==> config.mk <==
export PLATFORM = sky130hd
export DESIGN_NAME = monolith_sponge_absorb_flat
export DESIGN_NICKNAME = d
export VERILOG_FILES = /design/src/rtl/monolith_sponge_absorb_if.sv /design/src/rtl/monolith_sponge_absorb.sv /design/src/flat_wrapper.sv
export SDC_FILE = /design/constraint.sdc
export NUM_CORES = 2
export LEC_CHECK = 0
export ABC_AREA = 1
export BUFFER_PORTS_ARGS = -buffer_cell sky130_fd_sc_hd__buf_2
export CAP_MARGIN = 20
export CORE_AREA = 5 5 493 495
export CTS_CLUSTER_SIZE = 40
export DETAILED_ROUTE_END_ITERATION = 10
export DIE_AREA = 0 0 498 500
export GPL_ROUTABILITY_DRIVEN = 0
export PLACE_DENSITY = 0.49
export SYNTH_ARGS = -nofsm -noshare
export SYNTH_HDL_FRONTEND = slang
export SYNTH_SLANG_ARGS = --single-unit
==> constraint.sdc <==
create_clock -name clk -period 3 [get_ports clk]
set_input_delay 0.6 -clock clk [delete_from_list [all_inputs] [get_ports clk]]
set_output_delay 0.6 -clock clk [all_outputs]
set_load 0.05 [all_outputs]
==> src/rtl/monolith_sponge_absorb_if.sv <==
// Message-in / digest-out handshake bundle for the sponge absorb block.
interface monolith_sponge_absorb_if #(
    parameter int unsigned WORD_WIDTH  = 31,
    parameter int unsigned DIGEST_SIZE = 8
);
    logic                  in_valid;
    logic                  in_ready;
    logic [WORD_WIDTH-1:0] in_data;
    logic                  in_last;
    logic                  out_valid;
    logic                  out_ready;
    logic [WORD_WIDTH-1:0] out_digest [DIGEST_SIZE];

    modport slave (
        input  in_valid, in_data, in_last, out_ready,
        output in_ready, out_valid, out_digest
    );

    modport master (
        output in_valid, in_data, in_last, out_ready,
        input  in_ready, out_valid, out_digest
    );
endinterface

==> src/rtl/monolith_sponge_absorb.sv <==
// Sponge absorb controller over GF(2^W-1): buffers RATE words, adds them into the state, runs an external permutation.
// Optional padding (1 after the final word, extra block when full) enabled by MONOLITH_ABSORB_PAD_EN.
module monolith_sponge_absorb #(
    parameter int unsigned WORD_WIDTH  = 31,
    parameter int unsigned STATE_SIZE  = 16,
    parameter int unsigned RATE        = 8,
    parameter int unsigned DIGEST_SIZE = 8
) (
    input  logic                  clk,
    input  logic                  reset,
    monolith_sponge_absorb_if.slave io,
    output logic                  busy,
    output logic                  perm_reset,
    output logic [WORD_WIDTH-1:0] perm_state_in  [STATE_SIZE],
    input  logic [WORD_WIDTH-1:0] perm_state_out [STATE_SIZE],
    input  logic                  perm_valid
);

    localparam int unsigned CNT_W = $clog2(RATE + 1);
    localparam logic [WORD_WIDTH:0] MODULUS = {1'b0, {WORD_WIDTH{1'b1}}};

    typedef enum logic [1:0] {FILL, START, WAIT, DONE} fsm_e;

    fsm_e                  fsm_q, fsm_d;
    logic [CNT_W-1:0]      cnt_q, cnt_d;
    logic                  last_blk_q, last_blk_d;
    logic [WORD_WIDTH-1:0] blk_q    [RATE];
    logic [WORD_WIDTH-1:0] blk_d    [RATE];
    logic [WORD_WIDTH-1:0] sponge_q [STATE_SIZE];
    logic [WORD_WIDTH-1:0] sponge_d [STATE_SIZE];
    logic [WORD_WIDTH-1:0] pin_q    [STATE_SIZE];
    logic [WORD_WIDTH-1:0] pin_d    [STATE_SIZE];
    logic                  in_ready_q, in_ready_d;
    logic                  out_valid_q, out_valid_d;
    logic                  busy_q, busy_d;
    logic                  perm_reset_q, perm_reset_d;
`ifdef MONOLITH_ABSORB_PAD_EN
    logic                  pad_pend_q, pad_pend_d;
`endif

    function automatic logic [WORD_WIDTH-1:0] mod_add(input logic [WORD_WIDTH-1:0] a,
                                                      input logic [WORD_WIDTH-1:0] b);
        logic [WORD_WIDTH:0] s;
        s = {1'b0, a} + {1'b0, b};
        if (s >= MODULUS) s = s - MODULUS;
        return s[WORD_WIDTH-1:0];
    endfunction

    always_ff @(posedge clk) begin
        if (reset) begin
            fsm_q        <= FILL;
            cnt_q        <= '0;
            last_blk_q   <= 1'b0;
            in_ready_q   <= 1'b1;
            out_valid_q  <= 1'b0;
            busy_q       <= 1'b0;
            perm_reset_q <= 1'b1;
            for (int i = 0; i < RATE; i++) blk_q[i] <= '0;
            for (int i = 0; i < STATE_SIZE; i++) begin
                sponge_q[i] <= '0;
                pin_q[i]    <= '0;
            end
`ifdef MONOLITH_ABSORB_PAD_EN
            pad_pend_q   <= 1'b0;
`endif
        end else begin
            fsm_q        <= fsm_d;
            cnt_q        <= cnt_d;
            last_blk_q   <= last_blk_d;
            in_ready_q   <= in_ready_d;
            out_valid_q  <= out_valid_d;
            busy_q       <= busy_d;
            perm_reset_q <= perm_reset_d;
            blk_q        <= blk_d;
            sponge_q     <= sponge_d;
            pin_q        <= pin_d;
`ifdef MONOLITH_ABSORB_PAD_EN
            pad_pend_q   <= pad_pend_d;
`endif
        end
    end

    always_comb begin
        fsm_d      = fsm_q;
        cnt_d      = cnt_q;
        last_blk_d = last_blk_q;
        blk_d      = blk_q;
        sponge_d   = sponge_q;
        pin_d      = pin_q;
`ifdef MONOLITH_ABSORB_PAD_EN
        pad_pend_d = pad_pend_q;
`endif

        unique case (fsm_q)
            FILL: begin
                if (io.in_valid) begin
                    for (int i = 0; i < RATE; i++)
                        if (cnt_q == CNT_W'(i)) blk_d[i] = io.in_data;
                    cnt_d = cnt_q + CNT_W'(1);
                    if (cnt_d == CNT_W'(RATE) || io.in_last) begin
                        fsm_d      = START;
                        last_blk_d = io.in_last;
`ifdef MONOLITH_ABSORB_PAD_EN
                        // Pad marker goes right after the last word; a full block defers it to an extra block
                        if (io.in_last) begin
                            for (int i = 0; i < RATE; i++)
                                if (cnt_d == CNT_W'(i)) blk_d[i] = WORD_WIDTH'(1);
                            if (cnt_d == CNT_W'(RATE)) begin
                                last_blk_d = 1'b0;
                                pad_pend_d = 1'b1;
                            end
                        end
`endif
                    end
                end
            end
            START: begin
                for (int i = 0; i < RATE; i++) pin_d[i] = mod_add(sponge_q[i], blk_q[i]);
                for (int i = RATE; i < STATE_SIZE; i++) pin_d[i] = sponge_q[i];
                for (int i = 0; i < RATE; i++) blk_d[i] = '0;
                cnt_d = '0;
                fsm_d = WAIT;
            end
            WAIT: begin
                if (perm_valid) begin
                    sponge_d = perm_state_out;
                    fsm_d    = last_blk_q ? DONE : FILL;
`ifdef MONOLITH_ABSORB_PAD_EN
                    if (pad_pend_q) begin
                        blk_d[0]   = WORD_WIDTH'(1);
                        pad_pend_d = 1'b0;
                        last_blk_d = 1'b1;
                        fsm_d      = START;
                    end
`endif
                end
            end
            DONE: begin
                if (io.out_ready) begin
                    for (int i = 0; i < STATE_SIZE; i++) sponge_d[i] = '0;
                    for (int i = 0; i < RATE; i++) blk_d[i] = '0;
                    cnt_d      = '0;
                    last_blk_d = 1'b0;
                    fsm_d      = FILL;
                end
            end
            default: fsm_d = FILL;
        endcase

        // Status outputs are registered from the next state so they line up with fsm_q
        in_ready_d   = (fsm_d == FILL);
        out_valid_d  = (fsm_d == DONE);
        busy_d       = !((fsm_d == FILL) && (cnt_d == '0));
        perm_reset_d = (fsm_d != WAIT);
    end

    assign io.in_ready  = in_ready_q;
    assign io.out_valid = out_valid_q;
    assign busy         = busy_q;
    assign perm_reset   = perm_reset_q;
    assign perm_state_in = pin_q;

    always_comb begin
        for (int i = 0; i < DIGEST_SIZE; i++) io.out_digest[i] = sponge_q[i];
    end

endmodule
==> src/flat_wrapper.sv <==
// flat-port wrapper written by rule: the top's interface ports become plain ports
module monolith_sponge_absorb_flat 
#(
    parameter int unsigned WORD_WIDTH  = 31,
    parameter int unsigned STATE_SIZE  = 16,
    parameter int unsigned RATE        = 8,
    parameter int unsigned DIGEST_SIZE = 8
)
  (clk, reset, busy, perm_reset, perm_state_in, perm_state_out, perm_valid, io_in_valid, io_in_data, io_in_last, io_out_ready, io_in_ready, io_out_valid, io_out_digest);
  monolith_sponge_absorb_if #(.WORD_WIDTH(WORD_WIDTH), .DIGEST_SIZE(DIGEST_SIZE)) io_i ();
  input  logic clk;
  input  logic reset;
  output logic busy;
  output logic perm_reset;
  output logic [WORD_WIDTH-1:0] perm_state_in[STATE_SIZE];
  input  logic [WORD_WIDTH-1:0] perm_state_out[STATE_SIZE];
  input  logic perm_valid;
  input wire logic [$bits(io_i.in_valid)-1:0] io_in_valid;
  input wire logic [$bits(io_i.in_data)-1:0] io_in_data;
  input wire logic [$bits(io_i.in_last)-1:0] io_in_last;
  input wire logic [$bits(io_i.out_ready)-1:0] io_out_ready;
  output wire logic [$bits(io_i.in_ready)-1:0] io_in_ready;
  output wire logic [$bits(io_i.out_valid)-1:0] io_out_valid;
  output wire logic [$bits(io_i.out_digest)-1:0] io_out_digest;
  assign io_i.in_valid = io_in_valid;
  assign io_i.in_data = io_in_data;
  assign io_i.in_last = io_in_last;
  assign io_i.out_ready = io_out_ready;
  assign io_in_ready = io_i.in_ready;
  assign io_out_valid = io_i.out_valid;
  assign io_out_digest = {>>{io_i.out_digest}};
  monolith_sponge_absorb #(.WORD_WIDTH(WORD_WIDTH), .STATE_SIZE(STATE_SIZE), .RATE(RATE), .DIGEST_SIZE(DIGEST_SIZE)) u_core (.clk(clk), .reset(reset), .io(io_i), .busy(busy), .perm_reset(perm_reset), .perm_state_in(perm_state_in), .perm_state_out(perm_state_out), .perm_valid(perm_valid));
endmodule
# Yosys cells after proc, flatten, opt, wreduce, memory -nomap -nowiden

Index checks and enable logic that the tools add are counted.
W data, S select, Z words.

Add/subtract/negate cells: 17
Multiply operators: 0
Div/mod/pow operators: 0
Magnitude comparators: 8
Equality and inequality tests: 25
Shift-type cells: 0
Mux-type cells: 35
Bitwise gates (word level): 0
Reduce and logical (&&, ||, !) cells: 20

Operators by type and width:

| kind                     | number |
|---|---|
| $mux W496                | 2 |
| $pmux W496 S2            | 1 |
| $pmux W248 S3            | 1 |
| $mux W248                | 2 |
| $mux W31                 | 16 |
| $add A31 B31 Y32         | 8 |
| $ge A32 B31 Y1 const B   | 8 |
| $sub A31 B31 Y31 const B | 8 |
| $reduce_and A4 Y1        | 9 |
| $ne A2 B1 Y1 const B     | 9 |
| $eq A4 B3 Y1 const B     | 4 |
| $pmux W4 S3              | 1 |
| $mux W2                  | 5 |
| $eq A4 B2 Y1 const B     | 2 |
| $logic_not A4 Y1         | 2 |
| $mux W4                  | 2 |
| $ne A2 B2 Y1 const B     | 4 |
| $pmux W2 S4              | 1 |
| $eq A2 B2 Y1 const B     | 3 |
| $add A4 B1 Y4 const B    | 1 |
| $eq A4 B1 Y1 const B     | 1 |
| $eq A4 B4 Y1 const B     | 1 |
| $logic_not A2 Y1         | 2 |
| $reduce_bool A2 Y1       | 2 |
| 8 further kinds          | 10 |

Register bits: 1251
Latch bits: 0
RAM bits: 0
Bits in read-only memories: 0
Input bits: 533
Output and inout bits: 748
Logic and storage cells: 152
Memories kept: 0

# Depth between registers and ports, before layout

Word-level depth: 9
Gate-level depth with buffers: 24
Depth with buffers taken out: 23

# Least setup slack after synthesis

No wires, ideal clock.

Path type: register to register
From: register u_core.sponge_q (netlist bit u_core.io.out_digest[124])
To: register u_core.pin_q (netlist bit u_core.perm_state_in[397])
Library setup time: 0.109 ns
Arrival time: 2.809 ns
Data required time: 2.891 ns
Path slack: 0.082 ns
Cell stages (with the launch flop): 22
Path buffers: 1
Period minus slack after synthesis: 2.918 ns
Cell sequence: dfxtp_1 ha_1 fa_1 ha_1 inv_1 nor2_1 nand3_1 nor2_1 nand2_1 nor2_2 nand3_1 nor2_2 nand2_1 nor2_2 nand2_4 nand2_8 inv_4 buf_6 nand2_1 nand3_1 nand2_1 inv_1

Cells in the longest elaborated chain, start to end: 3
Elaborated cells between the ends (all ways): 4
Those cells by class: 2 x add/sub; 1 x order compare; 1 x mux

RTL lines:

| item                                                      | line                         | RTL |
|---|---|---|
| start: declaration                                        | monolith_sponge_absorb.sv:29 | `logic [WORD_WIDTH-1:0] sponge_q [STATE_SIZE];` |
| start signal: assignment                                  | monolith_sponge_absorb.sv:75 | `sponge_q <= sponge_d;` |
| $add A31 B31 Y32 (*)                                      | monolith_sponge_absorb.sv:44 | `s = {1'b0, a} + {1'b0, b};` |
| $sub A31 B31 Y31 / $ge A32 B31 Y1 (equally long branches) | monolith_sponge_absorb.sv:45 | `if (s >= MODULUS) s = s - MODULUS;` |
| $mux W31 (*)                                              | monolith_sponge_absorb.sv:45 |  |
| end signal: assignment                                    | monolith_sponge_absorb.sv:76 | `pin_q <= pin_d;` |
| end: declaration                                          | monolith_sponge_absorb.sv:31 | `logic [WORD_WIDTH-1:0] pin_q [STATE_SIZE];` |

Mark *: on every way between the ends. The rest lies on a longest branch, timed or not.
A chain may end at the register's enable or synchronous reset.

# Worst setup path after layout

From: register u_core.sponge_q (netlist bit u_core.io.out_digest[21])
To: register u_core.pin_q (netlist bit u_core.perm_state_in[256])

Cells in the longest elaborated chain, start to end: 3

RTL lines:

| item             | line |
|---|---|
| $add A31 B31 Y32 | monolith_sponge_absorb.sv:44 |
| $ge A32 B31 Y1   | monolith_sponge_absorb.sv:45 |
| $mux W31         | monolith_sponge_absorb.sv:45 |

Every way passes these cells.

==> flow_summary.yaml <==
synthesis:
  ys_seq_area_frac: 0.321
  synth_edf_count: 0
  syn-cell-area_um2: 78000
  synth_cells: 12712
  synth_ff_type: "dfxtp_1"
  ys_ff_latch: 1251
  yosysUniqueCellTypes: 52
  synth.avg_cell_area_um2: 6.14
  yosys_warnings: 0
  ys_async_sr_fraction: 0
  synth_fp_nets: 13513
die:
  rows: 179
  core_um2: 237000
  ios: 1281
  die_y_um: 500
  die_w_um: 498
  dieArea_um2: 249000
  start_util: 0.329
global_routing:
  grt_pass1_vias: 83965
  grt_usage: 0.284
  gr-total-overflow: 0
  antenna_found_initial: 88
  grt_max_degree: 176
  grt_pass1_wl_um: 543000
clock_tree:
  ctsRootBufferMaster: "clkbuf_16"
  clk_pin_slew_ns: 0.06
  clock_tree.buffer_depth: 3
  worstSkewPairLatency_ns: 0.85
  cts.sinks: 1251
  htreeDepth: 4
  cts-buffers-inserted: 153
  cts_tree: "built"
routing:
  final_antenna_net_count: 0
  drt-total-wl_um: 378000
  num_vias: 90158
  firstDrtPassIters: 6
  drc: 0
  via_per_inst: 4.94
  avgRoutedWirePerCell_um: 20.7
  drt_iter0_markers: 7180
timing:
  slew_violations: 0
  fin_tns_setup_ns: -1.60
  max_freq_ghz: 0.323
  fin_crit_ns: 3.09
  rsz0062_at_grt: "true"
  setup_viol: 46
  finClkSkew_ns: 0.0858
  setup_ws_ns: -0.0923
  finalCritPeriodShare: 1.03
  hold_viol: 0
  worst_slew_pin_slew_ns: 1.06
  max_slew_margin: 0.290
pwr:
  pwr-share-clk: 0.403
  p_int_uw: 32000
  power_density_nw_per_um2: 435
  power_uw: 47600
  peakVddDrop_mv: 0.523
  combPwrFrac: 0.217
  swShare: 0.328
  p_leak_uw: 0.0533
  seqPwrFrac: 0.380
  p_switching_uw: 15600
placed_design:
  placed_area_um2: 94000
  place_hpwl_um: 287000
  place.port_buffers: 1280
  dp_cells: 17510
min_path:
  min_path_type: "primary input to register"
finish:
  stdcell_count: 18244
  synthToLayoutAreaGrowth_pct: 40.3
  design_area_um2: 109000
  drive_gt1_frac: 0.280
  finalNetCount: 15716
status:
  status: "finished, violations left"
  violations: "setup timing"
worst_setup_path:
  cp-end-kind: "register"
  crit_required_ns: 3.69
  crit_path_start_kind: "register"
  crit_type: "register to register"
  ff2ff_setup_slack_ns: -0.09
  critPathMaxFanout: 5
  cp.arrival_ns: 3.78
run:
  drv_cap: 0
==> sequential cells by signal, summed over array words and instances, names as in the netlist <==
name and flops:
u_core.blk_q 248, u_core.busy 1, u_core.cnt_q 4, u_core.fsm_q 2, u_core.io.in_ready 1, u_core.io.out_digest 248, u_core.io.out_valid 1, u_core.last_blk_q 1
u_core.perm_reset 1, u_core.perm_state_in 496, u_core.sponge_q 248
==> power groups by stage <==
stage | logic (uW) | clock network [uW] | registers, uW
2_1_floorplan | 4150 | 0 | 19500
3_3_place_gp | 9360 | 0 | 18400
4_1_cts | 9790 | 19600 | 18000
6_report | 10300 | 19200 | 18100
3_5_place_dp | 9340 | 0 | 18400
5_1_grt | 11200 | 20200 | 18200
==> final timing paths <==
path | from | end | depth (start not counted)
max reg2reg | u_core.io.out_digest[21]$_SDFFE_PP0P_ | u_core.perm_state_in[256]$_SDFFE_PP0P_ | 21
max | u_core.io.out_digest[21]$_SDFFE_PP0P_ | u_core.perm_state_in[256]$_SDFFE_PP0P_ | 21
min reg2reg | u_core.sponge_q[200]$_SDFFE_PP0P_ | u_core.perm_state_in[200]$_SDFFE_PP0P_ | 2
min | perm_state_out[479] | u_core.io.out_digest[231]$_SDFFE_PP0P_ | 3
==> cell usage after synthesis (all sizes together) (27+ instances only) <==
library cell	number	area [um^2]
buf	321	2370
clkbuf	490	1840
o21ai	533	2680
nand3	1840	9240
ha	260	3250
nand3b	44	330
nand4	171	1070
nand2	3306	12600
a21oi	912	4630
inv	1490	5600
dfxtp	1251	25000
nor2	1765	6770
and2	27	169
xor2	94	831
nor3	84	470
==> stage by stage <==
step	utilization	setup WS [ns]	hold slack, ns
after CTS	0.436	-0.0247	0.000133
after detailed placement	0.396	-0.176	0.453
after floorplan	-	0.0820	0.445
after global placement	0.396	-0.154	0.452
final	0.461	-0.0923	0.0625
after global routing	0.461	-0.240	0.0288
==> worst max-delay path, cell delays in order (launching register included) <==
cell	delay, ns
dfxtp_1	0.36
ha_1	0.38
nand2_1	0.13
nor2_1	0.22
inv_1	0.06
nor2_1	0.18
and2_1	0.18
nand2_2	0.09
nand2_1	0.10
nand2_1	0.05
nand2_1	0.09
nand2_1	0.06
nor2_1	0.09
nand3_1	0.13
o21ai_4	0.24
buf_12	0.16
clkbuf_16	0.16
nand2_4	0.05
nand2_2	0.06
nand3_2	0.05
nand2_1	0.07
inv_1	0.04
==> metal layers <==
layer / vias up / GRT usage / routed length [um]
met3: 546 / 0.0580 / 25300
met5: - / 0 / 123
met4: 20 / 0.124 / 17900
li1: 45000 / - / -
met1: 41846 / 0.353 / 158000
met2: 2746 / 0.477 / 177000
==> logic make-up after synthesis <==
kind of cell | count (synthesis) | share of synthesized area
compound gates | 1517 | 0.102
xor+xnor | 108 | 0.0122
buf+inv | 2306 | 0.126
simple gates | 7262 | 0.395
fa+ha+maj | 268 | 0.0437
flops | 1251 | 0.321
==> area by class of cell <==
cell class / instances / area, um^2
multi-input combinational: 9159 / 48700
clock buffer: 211 / 4310
inverter: 1495 / 5710
clock inverter: 61 / 837
timing repair buffer: 2849 / 20600
sequential: 1251 / 25200
fill: 25102 / 128000
antenna: 45 / 113
tap: 3167 / 3960
timing repair inverter: 6 / 70.1
==> placed cells by master (no fill, tap or decap), types with 59 or more instances in the layout <==
| cell type | instances |
|---|---|
| a21oi_2 | 63 |
| dfxtp_1 | 1119 |
| buf_4 | 1129 |
| nand2_4 | 98 |
| ha_1 | 89 |
| nand4_1 | 171 |
| clkbuf_16 | 166 |
| nor2_1 | 1506 |
| o21ai_0 | 516 |
| a21oi_1 | 843 |
| nand3_2 | 193 |
| buf_2 | 1278 |
| dfxtp_2 | 124 |
| nand3_1 | 1636 |
| xor2_1 | 89 |
| buf_12 | 90 |
| nor2_4 | 59 |
| dlygate4sd3_1 | 295 |
| nor2_2 | 200 |
| inv_1 | 1442 |
| ha_4 | 126 |
| nand2_1 | 2872 |
| nand2_2 | 333 |
==> timing repair <==
item | CTS | global route
endpoints found under the hold margin | 295 | 0
cloned | 9 | 20
setup endpoints to repair | 211 | 248
gates resized for setup | 185 | 1296
buffers inserted | 39 | 61
hold buffers | 295 | 0
pin swaps | 31 | 363
Power figures use the tool's default switching activity.
